--- config.mk ---
export PLATFORM = sky130hd
export DESIGN_NAME = sw_cell_pipe
export DESIGN_NICKNAME = d
export VERILOG_FILES = /design/src/rtl/sw_cell_pipe.sv
export SDC_FILE = /design/constraint.sdc
export NUM_CORES = 1
export LEC_CHECK = 0
export CORE_AREA = 5 5 68 131
export DETAILED_ROUTE_END_ITERATION = 16
export DIE_AREA = 0 0 73 136
export GPL_TIMING_DRIVEN = 0
export HOLD_SLACK_MARGIN = 0.1
export MAX_ROUTING_LAYER = met4
export PLACE_DENSITY = 0.87
export SLEW_MARGIN = 5
export SYNTH_ARGS = -nofsm -noshare
export SYNTH_HDL_FRONTEND = slang
export SYNTH_SLANG_ARGS = --single-unit
--- constraint.sdc ---
create_clock -name clk -period 2.4 [get_ports clk]
set_input_delay 0.72 -clock clk [delete_from_list [all_inputs] [get_ports clk]]
set_output_delay 0.72 -clock clk [all_outputs]
set_load 0.01 [all_outputs]
--- src/rtl/sw_cell_pipe.sv ---
// sw_cell_pipe: two-stage Smith-Waterman cell with valid/ready handshakes.
// Stage 1 applies gap/match/mismatch scoring. Stage 2 picks the winning score
// and the traceback arrow. Tile number and offset travel with the data.
// Optional macro SW_BEST_TRACK_EN adds a per-tile best-score tracker.
// Without that macro, the best_* outputs are tied to zero and `last` is ignored.
module sw_cell_pipe #(
    parameter int unsigned SCORE_W  = 8,
    parameter int unsigned SYM_W    = 2,
    parameter int unsigned TILE_W   = 4,
    parameter int unsigned OFF_W    = 8,
    parameter int unsigned MATCH    = 2,
    parameter int unsigned MISMATCH = 1,
    parameter int unsigned GAP      = 1
) (
    input  logic               clk,
    input  logic               reset,
    input  logic               in_valid,
    output logic               in_ready,
    input  logic [SYM_W-1:0]   letter1,
    input  logic [SYM_W-1:0]   letter2,
    input  logic [SCORE_W-1:0] up_val,
    input  logic [SCORE_W-1:0] left_val,
    input  logic [SCORE_W-1:0] diagonal_val,
    input  logic [TILE_W-1:0]  tileNum,
    input  logic [OFF_W-1:0]   offset,
    input  logic               last,
    output logic               out_valid,
    input  logic               out_ready,
    output logic [SCORE_W-1:0] val,
    output logic [1:0]         arrow,
    output logic [TILE_W-1:0]  tileNumOut,
    output logic [OFF_W-1:0]   offsetOut,
    output logic               best_valid,
    output logic [SCORE_W-1:0] best_val,
    output logic [OFF_W-1:0]   best_offset,
    output logic [TILE_W-1:0]  best_tile
);

    localparam int unsigned EXT_W = SCORE_W + 1;
    localparam logic [EXT_W-1:0] GAP_X   = EXT_W'(GAP);
    localparam logic [EXT_W-1:0] MATCH_X = EXT_W'(MATCH);
    localparam logic [EXT_W-1:0] MISM_X  = EXT_W'(MISMATCH);
    localparam logic [EXT_W-1:0] SAT_MAX = {1'b0, {SCORE_W{1'b1}}};

    localparam logic [1:0] ARROW_NONE = 2'b00;
    localparam logic [1:0] ARROW_UP   = 2'b01;
    localparam logic [1:0] ARROW_LEFT = 2'b10;
    localparam logic [1:0] ARROW_DIAG = 2'b11;

    // Stage 1 registers
    logic               s1_valid_q;
    logic [SCORE_W-1:0] s1_up_q, s1_left_q, s1_diag_q;
    logic [TILE_W-1:0]  s1_tile_q;
    logic [OFF_W-1:0]   s1_off_q;

    // Stage 2 (output) registers
    logic               out_valid_q;
    logic [SCORE_W-1:0] val_q;
    logic [1:0]         arrow_q;
    logic [TILE_W-1:0]  tile_q;
    logic [OFF_W-1:0]   off_q;

    // Combinational stage results
    logic [EXT_W-1:0]   up_x, left_x, diag_x, diag_sum;
    logic [SCORE_W-1:0] r_up_c, r_left_c, r_diag_c;
    logic [SCORE_W-1:0] val_d;
    logic [1:0]         arrow_d;
    logic               s1_adv, s2_adv;

    // Stage advance: a stage moves when its successor is empty or moving
    assign s2_adv   = !out_valid_q || out_ready;
    assign s1_adv   = !s1_valid_q || s2_adv;
    assign in_ready = s1_adv;

    // Stage 1 penalties in SCORE_W+1 bits, saturating at 0 and at full scale
    always_comb begin
        up_x     = {1'b0, up_val};
        left_x   = {1'b0, left_val};
        diag_x   = {1'b0, diagonal_val};
        diag_sum = diag_x + MATCH_X;
        r_up_c   = (up_x > GAP_X) ? SCORE_W'(up_x - GAP_X) : '0;
        r_left_c = (left_x > GAP_X) ? SCORE_W'(left_x - GAP_X) : '0;
        if (letter1 == letter2) begin
            r_diag_c = (diag_sum > SAT_MAX) ? SAT_MAX[SCORE_W-1:0] : SCORE_W'(diag_sum);
        end else begin
            r_diag_c = (diag_x > MISM_X) ? SCORE_W'(diag_x - MISM_X) : '0;
        end
    end

    // Stage 2 select: diag wins ties, then left, then up; all-zero gives no arrow
    always_comb begin
        val_d   = '0;
        arrow_d = ARROW_NONE;
        if ((s1_diag_q == '0) && (s1_up_q == '0) && (s1_left_q == '0)) begin
            val_d   = '0;
            arrow_d = ARROW_NONE;
        end else if ((s1_diag_q >= s1_up_q) && (s1_diag_q >= s1_left_q)) begin
            val_d   = s1_diag_q;
            arrow_d = ARROW_DIAG;
        end else if (s1_left_q >= s1_up_q) begin
            val_d   = s1_left_q;
            arrow_d = ARROW_LEFT;
        end else begin
            val_d   = s1_up_q;
            arrow_d = ARROW_UP;
        end
    end

    // Pipeline registers: data and sideband advance together; stalled stages hold
    always_ff @(posedge clk) begin
        if (reset) begin
            s1_valid_q  <= 1'b0;
            s1_up_q     <= '0;
            s1_left_q   <= '0;
            s1_diag_q   <= '0;
            s1_tile_q   <= '0;
            s1_off_q    <= '0;
            out_valid_q <= 1'b0;
            val_q       <= '0;
            arrow_q     <= ARROW_NONE;
            tile_q      <= '0;
            off_q       <= '0;
        end else begin
            if (s1_adv) begin
                s1_valid_q <= in_valid;
                if (in_valid) begin
                    s1_up_q   <= r_up_c;
                    s1_left_q <= r_left_c;
                    s1_diag_q <= r_diag_c;
                    s1_tile_q <= tileNum;
                    s1_off_q  <= offset;
                end
            end
            if (s2_adv) begin
                out_valid_q <= s1_valid_q;
                if (s1_valid_q) begin
                    val_q   <= val_d;
                    arrow_q <= arrow_d;
                    tile_q  <= s1_tile_q;
                    off_q   <= s1_off_q;
                end
            end
        end
    end

    assign out_valid  = out_valid_q;
    assign val        = val_q;
    assign arrow      = arrow_q;
    assign tileNumOut = tile_q;
    assign offsetOut  = off_q;

`ifdef SW_BEST_TRACK_EN
    logic               s1_last_q, last_q;
    logic               best_valid_q;
    logic [SCORE_W-1:0] best_val_q, run_val_q, fold_val_c;
    logic [OFF_W-1:0]   best_off_q, run_off_q, fold_off_c;
    logic [TILE_W-1:0]  best_tile_q, run_tile_q, fold_tile_c;
    logic               out_hs_c;

    assign out_hs_c = out_valid_q && out_ready;

    // Fold the current output into the running best; the first occurrence of a tie wins
    always_comb begin
        fold_val_c  = run_val_q;
        fold_off_c  = run_off_q;
        fold_tile_c = run_tile_q;
        if (val_q > run_val_q) begin
            fold_val_c  = val_q;
            fold_off_c  = off_q;
            fold_tile_c = tile_q;
        end
    end

    // The last flag travels with the beat through both stages
    always_ff @(posedge clk) begin
        if (reset) begin
            s1_last_q <= 1'b0;
            last_q    <= 1'b0;
        end else begin
            if (s1_adv && in_valid) begin
                s1_last_q <= last;
            end
            if (s2_adv && s1_valid_q) begin
                last_q <= s1_last_q;
            end
        end
    end

    // Tracker: update on output handshake; a last beat publishes the best and restarts from 0
    always_ff @(posedge clk) begin
        if (reset) begin
            best_valid_q <= 1'b0;
            best_val_q   <= '0;
            best_off_q   <= '0;
            best_tile_q  <= '0;
            run_val_q    <= '0;
            run_off_q    <= '0;
            run_tile_q   <= '0;
        end else begin
            best_valid_q <= 1'b0;
            if (out_hs_c) begin
                if (last_q) begin
                    best_valid_q <= 1'b1;
                    best_val_q   <= fold_val_c;
                    best_off_q   <= fold_off_c;
                    best_tile_q  <= fold_tile_c;
                    run_val_q    <= '0;
                    run_off_q    <= '0;
                    run_tile_q   <= '0;
                end else begin
                    run_val_q  <= fold_val_c;
                    run_off_q  <= fold_off_c;
                    run_tile_q <= fold_tile_c;
                end
            end
        end
    end

    assign best_valid  = best_valid_q;
    assign best_val    = best_val_q;
    assign best_offset = best_off_q;
    assign best_tile   = best_tile_q;
`else
    logic unused_last;
    assign unused_last = last;

    assign best_valid  = 1'b0;
    assign best_val    = '0;
    assign best_offset = '0;
    assign best_tile   = '0;
`endif

endmodule

## Yosys cells after proc, flatten, opt, wreduce, memory -nomap -nowiden

Index checks and enable logic that the tools add are counted.

| operators by class | value |
|---|---|
| $add $sub $neg | 4 |
| magnitude comparators | 7 |
| equal/unequal tests | 1 |
| mux-type cells | 11 |
| reductions and logical operators | 12 |

Operator list:

| cell | number |
|---|---|
| 2-to-1 mux 8 bit | 8 |
| greater-or-equal comparator 8 bit | 3 |
| > comparator 8 x 1 -> 1 bit, second input constant | 3 |
| zero test 8 bit | 3 |
| subtractor 8 x 1 -> 8 bit, second input constant | 3 |
| adder 8 x 2 -> 9 bit, second input constant | 1 |
| > comparator 9 x 8 -> 1 bit, second input constant | 1 |
| 2-to-1 mux 2 bit | 3 |
| AND reduction 2 bit | 2 |
| logical AND 1 bit | 3 |
| == test 2 bit | 1 |
| zero test 1 bit | 2 |
| logical OR 1 bit | 2 |

| storage, ports and cells | value |
|---|---|
| bits in registers | 60 |
| input bits | 45 |
| output and inout port bits | 45 |
| word-level logic and storage cells | 46 |

## Logic depth before layout (Yosys ltp)

| logic depth | value |
|---|---|
| depth after elaboration | 4 |
| gate-level depth with buffers | 9 |
| gate-level depth less buffers | 8 |

## Worst setup path before layout

No wires, ideal clock.

| path | value |
|---|---|
| kind | reg-to-reg |
| start point | reg s1_left_q[0] |
| end point | reg val_q[0] (netlist: val[0]) |
| library setup time | 0.132 ns |
| data arrival time | 1.917 ns |
| data required time | 2.268 ns |
| slack | 0.350 ns |
| cell stages (with the launch flop) | 10 |
| clock period less this slack | 2.050 ns |
| cells stage by stage | dfxtp_1 > inv_1 > ha_1 > nand2b_4 > a2111oi_2 > o311ai_1 > buf_6 > mux2_4 > mux2i_1 > o21ai_1 |

| between the ends | value |
|---|---|
| word-level cells in the longest chain between the ends | 4 |

Ends and longest elaborated chain:

| element | line | RTL |
|---|---|---|
| from (decl) | 52 | `logic [SCORE_W-1:0] s1_up_q, s1_left_q, s1_diag_q;` |
| from (signal assigned) | 128 | `s1_left_q <= r_left_c;` |
| greater-or-equal comparator 8 bit, on equally long branches | 100, 97 |  |
| 2-to-1 mux 8 bit / logical AND 1 bit (equally long branches) | 100, 97 |  |
| 2-to-1 mux 8 bit | 97 | `end else if ((s1_diag_q >= s1_up_q) && (s1_diag_q >= s1_left_q)) begin` |
| 2-to-1 mux 8 bit (*) | 94 | `if ((s1_diag_q == '0) && (s1_up_q == '0) && (s1_left_q == '0)) begin` |
| to (signal assigned) | 137 | `val_q <= val_d;` |
| to (decl) | 58 | `logic [SCORE_W-1:0] val_q;` |

Mark *: on every way between the ends. The rest lies on a longest branch, timed or not.
A chain may end at the register's enable or synchronous reset.

## Worst setup path after layout

| path | value |
|---|---|
| start point | in out_ready |
| end point | out in_ready |

| between the ends | value |
|---|---|
| word-level cells in the longest chain between the ends | 2 |

Ends and longest elaborated chain:

| element | line | RTL |
|---|---|---|
| from (decl) | 28 | `input logic out_ready,` |
| logical OR 1 bit | 71 | `assign s2_adv = !out_valid_q \|\| out_ready;` |
| logical OR 1 bit | 72 | `assign s1_adv = !s1_valid_q \|\| s2_adv;` |
| to (decl) | 18 | `output logic in_ready,` |

Every way passes these cells.

==> results.toml <==
[detailed_routing]
routed.top_layer = "met4"
wl_met3_um = 492
wire_per_inst_um = 14.5
drc = 0
wl_met1_mm = 3.57
drtPass1Iterations = 4
wl_mm = 9.77
num_vias = 3567
first_iter_violations = 144
ant_nets = 0
vias_per_cell = 5.31
wl_met2_mm = 5.48

[timing]
slew_headroom = 0.580
setup_viol = 0
worst_slack_ns = 0.0576
tightest_slew_ns = 0.626
final_hold_viol_count = 0
finalCritPeriodShare = 0.976
clock_skew_ns = 0.00858
fmax_mhz = 427
min_period_ns = 2.34
drv_slew = 0

[die]
fp.dieW_um = 73
rows = 46
core_region_area_mm2 = 0.00783
initial_core_util = 0.478
ios = 90
die-area_mm2 = 0.00993
fp.dieH_um = 136

[critical_path]
end_kind = "output pin"
crit_required_ns = 1.68
crit_type = "in2out"
cp_max_fo = 3
critPathLaunchType = "input port"
cp.arrival_ns = 1.62

[yosys]
synth.distinct_cells = 53
syn_inst = 476
yosysWarnings = 0
syn_area_mm2 = 0.00374
seq_area_frac_synth = 0.321
ys_ff_latch = 60
synth_edf_count = 0
ys_async_sr_fraction = 0
syn_area_per_cell_um2 = 7.86
synth_ff_type = "dfxtp_1"

[power]
swShare = 0.286
power_frac_comb = 0.225
seqPwrFrac = 0.360
p_switching_uw = 884
powerDensity_mw_per_mm2 = 621
ir_worst_vdd_uv = 515
power.leakage_uw = 0.00209
clkPwrFrac = 0.415
power.internal_uw = 2200

[global_route]
grt_pass1_wl_mm = 15.7
overflow = 0
track_usage = 0.206
grt_max_degree = 13
antenna_found_initial = 0
grt_pass1_vias = 3470

[layout]
final_common_cell = "nand2_1"
drive_gt1_frac = 0.118
final_area_mm2 = 0.00497
area_delta_synth_final_pct = 32.8
fin_nets = 650
mostFrequentLayoutCells = "nand2_1, clkdlybuf4s50_1, dfxtp_1, nor2_1, a21oi_1"
diodes = 0
multiInputGateArea_mm2 = 0.00234
regArea_mm2 = 0.00121
fillers = 678

[placement]
portBuffers = 63
post-place-ws_ns = -0.417
routabilityCongestion = 0.912
dp.final_hpwl_mm = 7.40
placed_area_mm2 = 0.00457

[clock_network]
cts_buffer_depth = 2
root_buffer = "clkbuf_16"
cts.clk_slew.worst_paths_ns = 0.05
cts_buffers = 9
htreeDepth = 3
clk_latency_ns = 0.33
numClockSinks = 60
cts_tree = "built"

[min_path]
hp-class = "reg2reg"

[outcome]
status = "finished, final reports clean"

[flow_run]
maxCapViolations = 0
## path summary, 6_finish.rpt
path	from	to	slack (ns)	depth (start not counted)
max	out_ready	in_ready	0.06	4
min	arrow[0]$_SDFFE_PP0P_	arrow[0]$_SDFFE_PP0P_	0.45	1
max reg2reg	s1_diag_q[0]$_SDFFE_PP0P_	val[2]$_SDFFE_PP0P_	0.12	9
min reg2reg	arrow[0]$_SDFFE_PP0P_	arrow[0]$_SDFFE_PP0P_	0.45	1
## power groups by stage
| stage | Clock (uW) | Combinational [uW] | Sequential, uW |
|---|---|---|---|
| floorplan | 0 | 440 | 1120 |
| global placement | 0 | 635 | 1130 |
| detailed placement | 0 | 654 | 1130 |
| CTS | 1300 | 666 | 1110 |
| global route | 1330 | 769 | 1120 |
| finish | 1280 | 696 | 1110 |
## registers in the layout, indices dropped and copies added (netlist names)
register / flops
offsetOut: 8
s1_tile_q: 4
s1_diag_q: 8
s1_left_q: 8
out_valid: 1
s1_valid_q: 1
tileNumOut: 4
arrow: 2
s1_up_q: 8
s1_off_q: 8
val: 8
## cell usage after synthesis, types with 2 or more instances
master | number | area [um2]
nand2_1 | 90 | 338
dfxtp_1 | 60 | 1200
nor2_1 | 43 | 161
a21oi_1 | 41 | 205
ha_1 | 34 | 425
inv_1 | 26 | 97.6
buf_4 | 23 | 173
o21ai_0 | 17 | 85.1
mux2i_1 | 16 | 160
clkbuf_1 | 13 | 48.8
xor2_1 | 12 | 105
nor4_1 | 11 | 68.8
xnor2_1 | 9 | 78.8
nand2b_1 | 7 | 43.8
nor2b_1 | 5 | 31.3
nor3_1 | 5 | 25.0
a211oi_1 | 4 | 30.0
buf_2 | 4 | 20.0
o21ai_1 | 4 | 20.0
a22oi_1 | 3 | 22.5
nand3_1 | 3 | 15.0
nand4_1 | 3 | 18.8
o21a_1 | 3 | 22.5
o21bai_1 | 3 | 22.5
o22ai_1 | 3 | 18.8
a2111oi_0 | 2 | 17.5
a21o_1 | 2 | 15.0
a221oi_1 | 2 | 17.5
a2bb2oi_1 | 2 | 17.5
a41oi_1 | 2 | 17.5
and3_1 | 2 | 12.5
## layer usage
metal / up-vias / global-route usage
li1: 1782 / -
met1: 1637 / 0.206
met2: 123 / 0.382
met3: 25 / 0.0415
met4: 0 / 0.0708
met5: - / -
## layout make-up
class	count	share of cell area
sequential	60	0.243
clock buffer	9	0.0453
tap	96	0.0242
multi-input combinational	369	0.472
timing repair buffer	64	0.129
clock inverter	7	0.0154
inverter	26	0.0201
buffer	41	0.0516
## critical path, stage by stage
cell and delay (ns):
clkdlybuf4s50_1 0.44, nor2b_4 0.13, nand2_1 0.09, clkdlybuf4s15_2 0.25
## through the flow
stage          setup TNS (ns)  hold WS (ns)  instances   util  total power [uW]
2_1_floorplan               0         0.432        496      -              1560
3_3_place_gp            -6.30         0.435        655  0.584              1760
3_5_place_dp            -6.55         0.439        655  0.584              1780
4_1_cts                     0         0.451        671  0.624              3070
5_1_grt               -0.0407         0.466        672  0.635              3220
6_report                    0         0.448        672  0.635              3090
## kinds of logic after synthesis
| logic type | synth area share |
|---|---|
| and+or+nand+nor | 0.216 |
| AOI/OAI and AO/OA | 0.159 |
| buffers and inverters | 0.0936 |
| DFF | 0.321 |
| adders and majority gates | 0.114 |
| xor gates and xnor gates | 0.0491 |
| muxes | 0.0468 |
| other | 0.00100 |
## what timing repair did
action	4_1_cts	5_1_grt
resized for setup	6	19
hold buffers	0	0
setup endpoints to repair	4	23
pin swaps	0	2
buffers inserted	0	1
(Power assumes the default switching activity.)
